--- src/rtl/kws_argmax_classifier.sv ---
// kws_argmax_classifier
//
// Final decision stage of the keyword-spotting datapath. Captures one vector
// of NUM_CLASSES unsigned scores on data_valid, scans it one element per
// cycle for the best and second-best scores, then publishes the winning
// class, its score, the best-to-second margin and a keyword-detect flag.
//
// Ports:
//   clk          in   rising-edge clock
//   rst_n        in   asynchronous active-low reset
//   data_in      in   score vector, element k at [k*ACTIV_BITS +: ACTIV_BITS]
//   data_valid   in   vector present this cycle
//   threshold    in   minimum winning score for detect
//   min_margin   in   minimum (best - second) for detect
//   ready        out  high when a vector can be accepted (IDLE)
//   class_out    out  winning index
//   score_out    out  winning score
//   margin_out   out  best - second
//   result_valid out  one-cycle pulse, new result on outputs
//   detect       out  registered with the result, holds until next result
//   drop         out  one-cycle pulse: data_valid arrived while ready was low
module kws_argmax_classifier #(
  parameter int NUM_CLASSES = 64,
  parameter int ACTIV_BITS  = 16,
  parameter int CLASS_BITS  = 6
) (
  input  logic                              clk,
  input  logic                              rst_n,
  input  logic [NUM_CLASSES*ACTIV_BITS-1:0] data_in,
  input  logic                              data_valid,
  input  logic [ACTIV_BITS-1:0]             threshold,
  input  logic [ACTIV_BITS-1:0]             min_margin,
  output logic                              ready,
  output logic [CLASS_BITS-1:0]             class_out,
  output logic [ACTIV_BITS-1:0]             score_out,
  output logic [ACTIV_BITS-1:0]             margin_out,
  output logic                              result_valid,
  output logic                              detect,
  output logic                              drop
);

  typedef enum logic [1:0] {
    IDLE = 2'd0,
    SCAN = 2'd1,
    DONE = 2'd2
  } state_t;

  localparam logic [CLASS_BITS-1:0] LAST_IDX = CLASS_BITS'(NUM_CLASSES - 1);

  state_t                  state;
  logic [ACTIV_BITS-1:0]   scores [NUM_CLASSES];
  logic [ACTIV_BITS-1:0]   thr;
  logic [ACTIV_BITS-1:0]   mrg;
  logic [ACTIV_BITS-1:0]   best;
  logic [ACTIV_BITS-1:0]   second;
  logic [CLASS_BITS-1:0]   best_idx;
  logic [CLASS_BITS-1:0]   idx;

  logic [ACTIV_BITS-1:0]   elem;
  logic [ACTIV_BITS-1:0]   diff;

  assign ready = (state == IDLE);
  assign elem  = scores[idx];
  // best >= second always holds, so this never wraps.
  assign diff  = best - second;

  always_ff @(posedge clk or negedge rst_n) begin
    if (!rst_n) begin
      state        <= IDLE;
      for (int i = 0; i < NUM_CLASSES; i++) scores[i] <= '0;
      thr          <= '0;
      mrg          <= '0;
      best         <= '0;
      second       <= '0;
      best_idx     <= '0;
      idx          <= '0;
      class_out    <= '0;
      score_out    <= '0;
      margin_out   <= '0;
      result_valid <= 1'b0;
      detect       <= 1'b0;
      drop         <= 1'b0;
    end else begin
      result_valid <= 1'b0;
      // Any vector offered while busy is discarded and flagged next cycle.
      drop         <= data_valid && (state != IDLE);

      case (state)
        IDLE: begin
          if (data_valid) begin
            for (int i = 0; i < NUM_CLASSES; i++)
              scores[i] <= data_in[i*ACTIV_BITS +: ACTIV_BITS];
            thr      <= threshold;
            mrg      <= min_margin;
            best     <= '0;
            second   <= '0;
            best_idx <= '0;
            idx      <= '0;
            state    <= SCAN;
          end
        end

        SCAN: begin
          // Strict compares: ties keep the lower index and the duplicate
          // value becomes the runner-up.
          if (elem > best) begin
            second   <= best;
            best     <= elem;
            best_idx <= idx;
          end else if (elem > second) begin
            second <= elem;
          end
          idx <= idx + 1'b1;
          if (idx == LAST_IDX) state <= DONE;
        end

        DONE: begin
          class_out    <= best_idx;
          score_out    <= best;
          margin_out   <= diff;
          detect       <= (best >= thr) && (diff >= mrg);
          result_valid <= 1'b1;
          state        <= IDLE;
        end

        default: state <= IDLE;
      endcase
    end
  end

endmodule

--- config.mk ---
export PLATFORM = sky130hd
export DESIGN_NAME = kws_argmax_classifier
export DESIGN_NICKNAME = d
export VERILOG_FILES = /design/src/rtl/kws_argmax_classifier.sv
export SDC_FILE = /design/constraint.sdc
export NUM_CORES = 2
export LEC_CHECK = 0
export BUFFER_PORTS_ARGS = -buffer_cell sky130_fd_sc_hd__buf_4
export CAP_MARGIN = 0
export CORE_AREA = 2 2 432 434
export CTS_CLUSTER_SIZE = 20
export DETAILED_ROUTE_END_ITERATION = 8
export DIE_AREA = 0 0 434 436
export GPL_ROUTABILITY_DRIVEN = 0
export PLACE_DENSITY = 0.57
export SETUP_SLACK_MARGIN = 0.02
export SLEW_MARGIN = 20
export SYNTH_ARGS = -nofsm -noshare
export SYNTH_HDL_FRONTEND = slang
export SYNTH_SLANG_ARGS = --single-unit
--- constraint.sdc ---
create_clock -name clk -period 6.17 [get_ports clk]
set_input_delay 0.617 -clock clk [delete_from_list [all_inputs] [get_ports clk]]
set_output_delay 0.617 -clock clk [all_outputs]
set_load 0.05 [all_outputs]
==> flow_metrics.py <==
metrics = {
    "run_status": {
        "status": "completed",
    },
    "sta": {
        "slew_viol_final": 0,
        "tightest_slew_ns": 1.15,
        "setup_viol": 0,
        "relSlewSlack": 0.234,
        "hold_viol": 0,
        "fmax_ghz": 0.172,
        "finalSetupTns_ns": 0,
        "fin_crit_sh": 0.943,
        "min_period_ns": 5.82,
        "rsz0062_at_grt": "false",
        "fin_skew_ns": 0.0305,
    },
    "worst_setup_path": {
        "worst-setup-path-type": "reg -> reg",
        "crit_family": "compound AO/OA/AOI/OAI gates",
        "critical_path.max_fanout": 52,
        "crit_slowest_cell": "nor2_1",
        "worstPathRequired_ns": 6.86,
        "slowest_delay_ns": 0.90,
        "end_kind": "flop",
        "worstPathCellList": "buf_12 -> mux4_2 -> mux4_2 -> a22oi_1 -> nand2_1 -> ha_1 -> a21oi_1 -> o21ai_0 -> a2111oi_2 -> buf_4 -> o21ai_0 -> nor2_1 -> a221o_1",
        "cp-start-kind": "flop",
        "crit_arrival_ns": 6.50,
        "critPathBufInv": 2,
    },
    "global_route": {
        "grt_max_degree": 245,
        "grt_antenna_before_repair": 33,
        "grt_util_all_layers": 0.233,
        "first_global_vias": 46800,
        "grt_pass1_wl_um": 320000,
        "overflow": 0,
    },
    "yosys": {
        "synth-warning-count": 0,
        "synth_area_per_cell_um2": 9.50,
        "synthFlopType": "dfrtp_1",
        "yosysSeqAreaShare": 0.541,
        "synth_commonest_cells": "nand2_1 (3,238), dfrtp_1 (1,143), mux4_2 (304), clkbuf_1 (283), ha_1 (80)",
        "synth.net_count": 6698,
        "synth_most_common_cell": "nand2_1",
        "yosys-top-cells-area": "dfrtp_1 (54%), nand2_1 (23%), mux4_2 (13%)",
        "synth_edf_count": 0,
        "synth_area_um2": 52800,
        "synth_top_cell_by_area": "dfrtp_1",
        "netlist.area_leader.share": 0.541,
        "synth.distinct_cells": 48,
        "netlist_instances": 5558,
        "synth_seq_cells": 1143,
        "synthArstFlopShare": 1.00,
    },
    "power": {
        "power.total_mw": 33.2,
        "p_per_area_nw_per_um2": 466,
        "p_leak_nw": 36.1,
        "ir_worst_vdd_v": 0.000564,
    },
    "floorplan": {
        "die_y_um": 436,
        "fp.dieW_um": 434,
        "rows": 158,
        "coreArea_um2": 185000,
        "num_io_pins": 1101,
        "fp.dieArea_um2": 189000,
        "start_util": 0.286,
    },
    "detailed_routing": {
        "drc": 0,
        "post_drt_wl_per_cell_um": 23.7,
        "via_count": 45300,
        "dr.pass1.iters": 6,
        "totalWireLength_um": 224000,
        "viasPerCell": 4.79,
        "postRouteAntennaNets": 0,
        "drtIter0Drc": 3999,
    },
    "placement": {
        "placed_cell_area_um2": 63700,
        "dp_cells": 8885,
        "dpl.hpwl_um": 173000,
        "port-buffer-count": 1100,
    },
    "clock_tree": {
        "clkTransAtPathRegs_ns": 0.06,
        "clk_latency_ns": 0.78,
        "post_cts.repair.setup_buffers": 0,
        "cts_root_buffer": "clkbuf_16",
        "cts_inserted_buffers": 136,
        "ctsLongestPathBuffers": 3,
        "htreeDepth": 4,
        "cts_tree": "yes",
        "cts.sinks": 1143,
    },
    "flow_run": {
        "maxCapViolCount": 0,
    },
    "cells_and_area": {
        "nNetsFinal": 7974,
        "design_area_um2": 71400,
        "area_delta_synth_final_pct": 35.1,
        "final_cells": 9447,
        "drive_gt1_frac": 0.250,
        "filler_cell_count": 18500,
    },
    "min_path": {
        "holdCritPathClass": "in -> reg",
    },
}
## cell type report
class	instances	area, µm²	share of cell area
diodes	19	47.5	0.000666
clock buffers	198	3990	0.0559
clock inverters	54	708	0.00992
inverters	68	255	0.00358
multi-input cells	4007	22600	0.316
flip-flops and latches	1143	28600	0.401
well taps	2480	3100	0.0435
repair buffers	1478	12100	0.169
## per-stage QoR
| stage | setup slack (ns) | utilization | hold slack (ns) |
|---|---|---|---|
| after floorplan | 1.66 | - | 0.321 |
| after global placement | 0.419 | 0.345 | 0.454 |
| after detailed placement | 0.442 | 0.345 | 0.458 |
| after CTS | 0.426 | 0.386 | 0.000102 |
| after global routing | 0.160 | 0.386 | 0.0138 |
| final | 0.354 | 0.387 | 0.0591 |
## state kept, by name, indices dropped and copies added (netlist names)
register and count:
scores 1024, class_out 6, best 16, thr 16
idx 6, second 16, detect 1, best_idx 6
result_valid 1, score_out 16, state 2, mrg 16
drop 1, margin_out 16
## metal layers
metal	vias up	part of all wire	GRT usage
met5	-	0.00046	0
met4	18	0.052	0.120
met3	412	0.065	0.0458
met2	1761	0.48	0.378
met1	22500	0.40	0.295
li1	20600	-	-
## layout by cell type, fill, tap and decap left out, types with 5 or more instances in the layout
cell type         n
nand2_1        3237
buf_4          1167
dfrtp_1        1139
mux4_2          304
dlygate4sd3_1   291
clkbuf_16       139
ha_1             80
o21ai_0          78
inv_1            67
a21oi_1          43
clkbuf_1         30
clkbuf_8         29
a22oi_1          24
nor2b_1          22
nor2_1           21
clkinv_2         21
diode_2          19
buf_12           19
mux2i_1          18
a211oi_1         18
a221o_1          17
nor4_1           16
o31ai_1          15
nand2b_1         14
a21o_1           14
nand4_1          11
bufinv_16        10
xnor2_1           9
mux2_2            7
nor3_1            7
o211ai_1          6
inv_6             6
a31oi_1           5
xor2_1            5
clkinv_8          5
## kinds of logic after synthesis
| group | synth area share |
|---|---|
| simple gates | 0.241 |
| flops | 0.541 |
| buf+inv | 0.0315 |
| mux | 0.135 |
| compound gates | 0.0294 |
| fa+ha+maj | 0.0193 |
| xor+xnor | 0.00232 |
## where the power goes
part	total [mW]	internal, mW	switching [mW]	leakage (nW)
clock network	8.44	4.97	3.47	2.31
logic	13.0	5.92	7.06	19.6
registers	11.8	9.94	1.87	14.1
total	33.2	20.8	12.4	36.1
## tightest hold or removal path, delay by kind of cell
kind,cells,cell delay (ns)
buffers and inverters,1,0.08
AND/OR/NAND/NOR,2,0.10
## timing repair
| item | CTS | global route |
|---|---|---|
| hold endpoints to repair | 364 | 0 |
| endpoints found under the setup margin | 0 | 0 |
| resized for setup | 0 | 0 |
| hold buffers | 291 | 0 |
## final timing paths
check / from / endpoint / slack (ns) / cells after the start
max: idx[0] / second[0] / 0.35 / 13
min: data_in[9] / scores[1017] / 0.06 / 3
max reg2reg: idx[0] / second[0] / 0.35 / 13
min reg2reg: scores[269] / scores[269] / 0.47 / 2
max in group asynchronous: rst_n / scores[287] / 4.01 / 3
min in group asynchronous: rst_n / scores[857] / 0.44 / 2
Note: power is estimated with default switching activity, not from simulation.
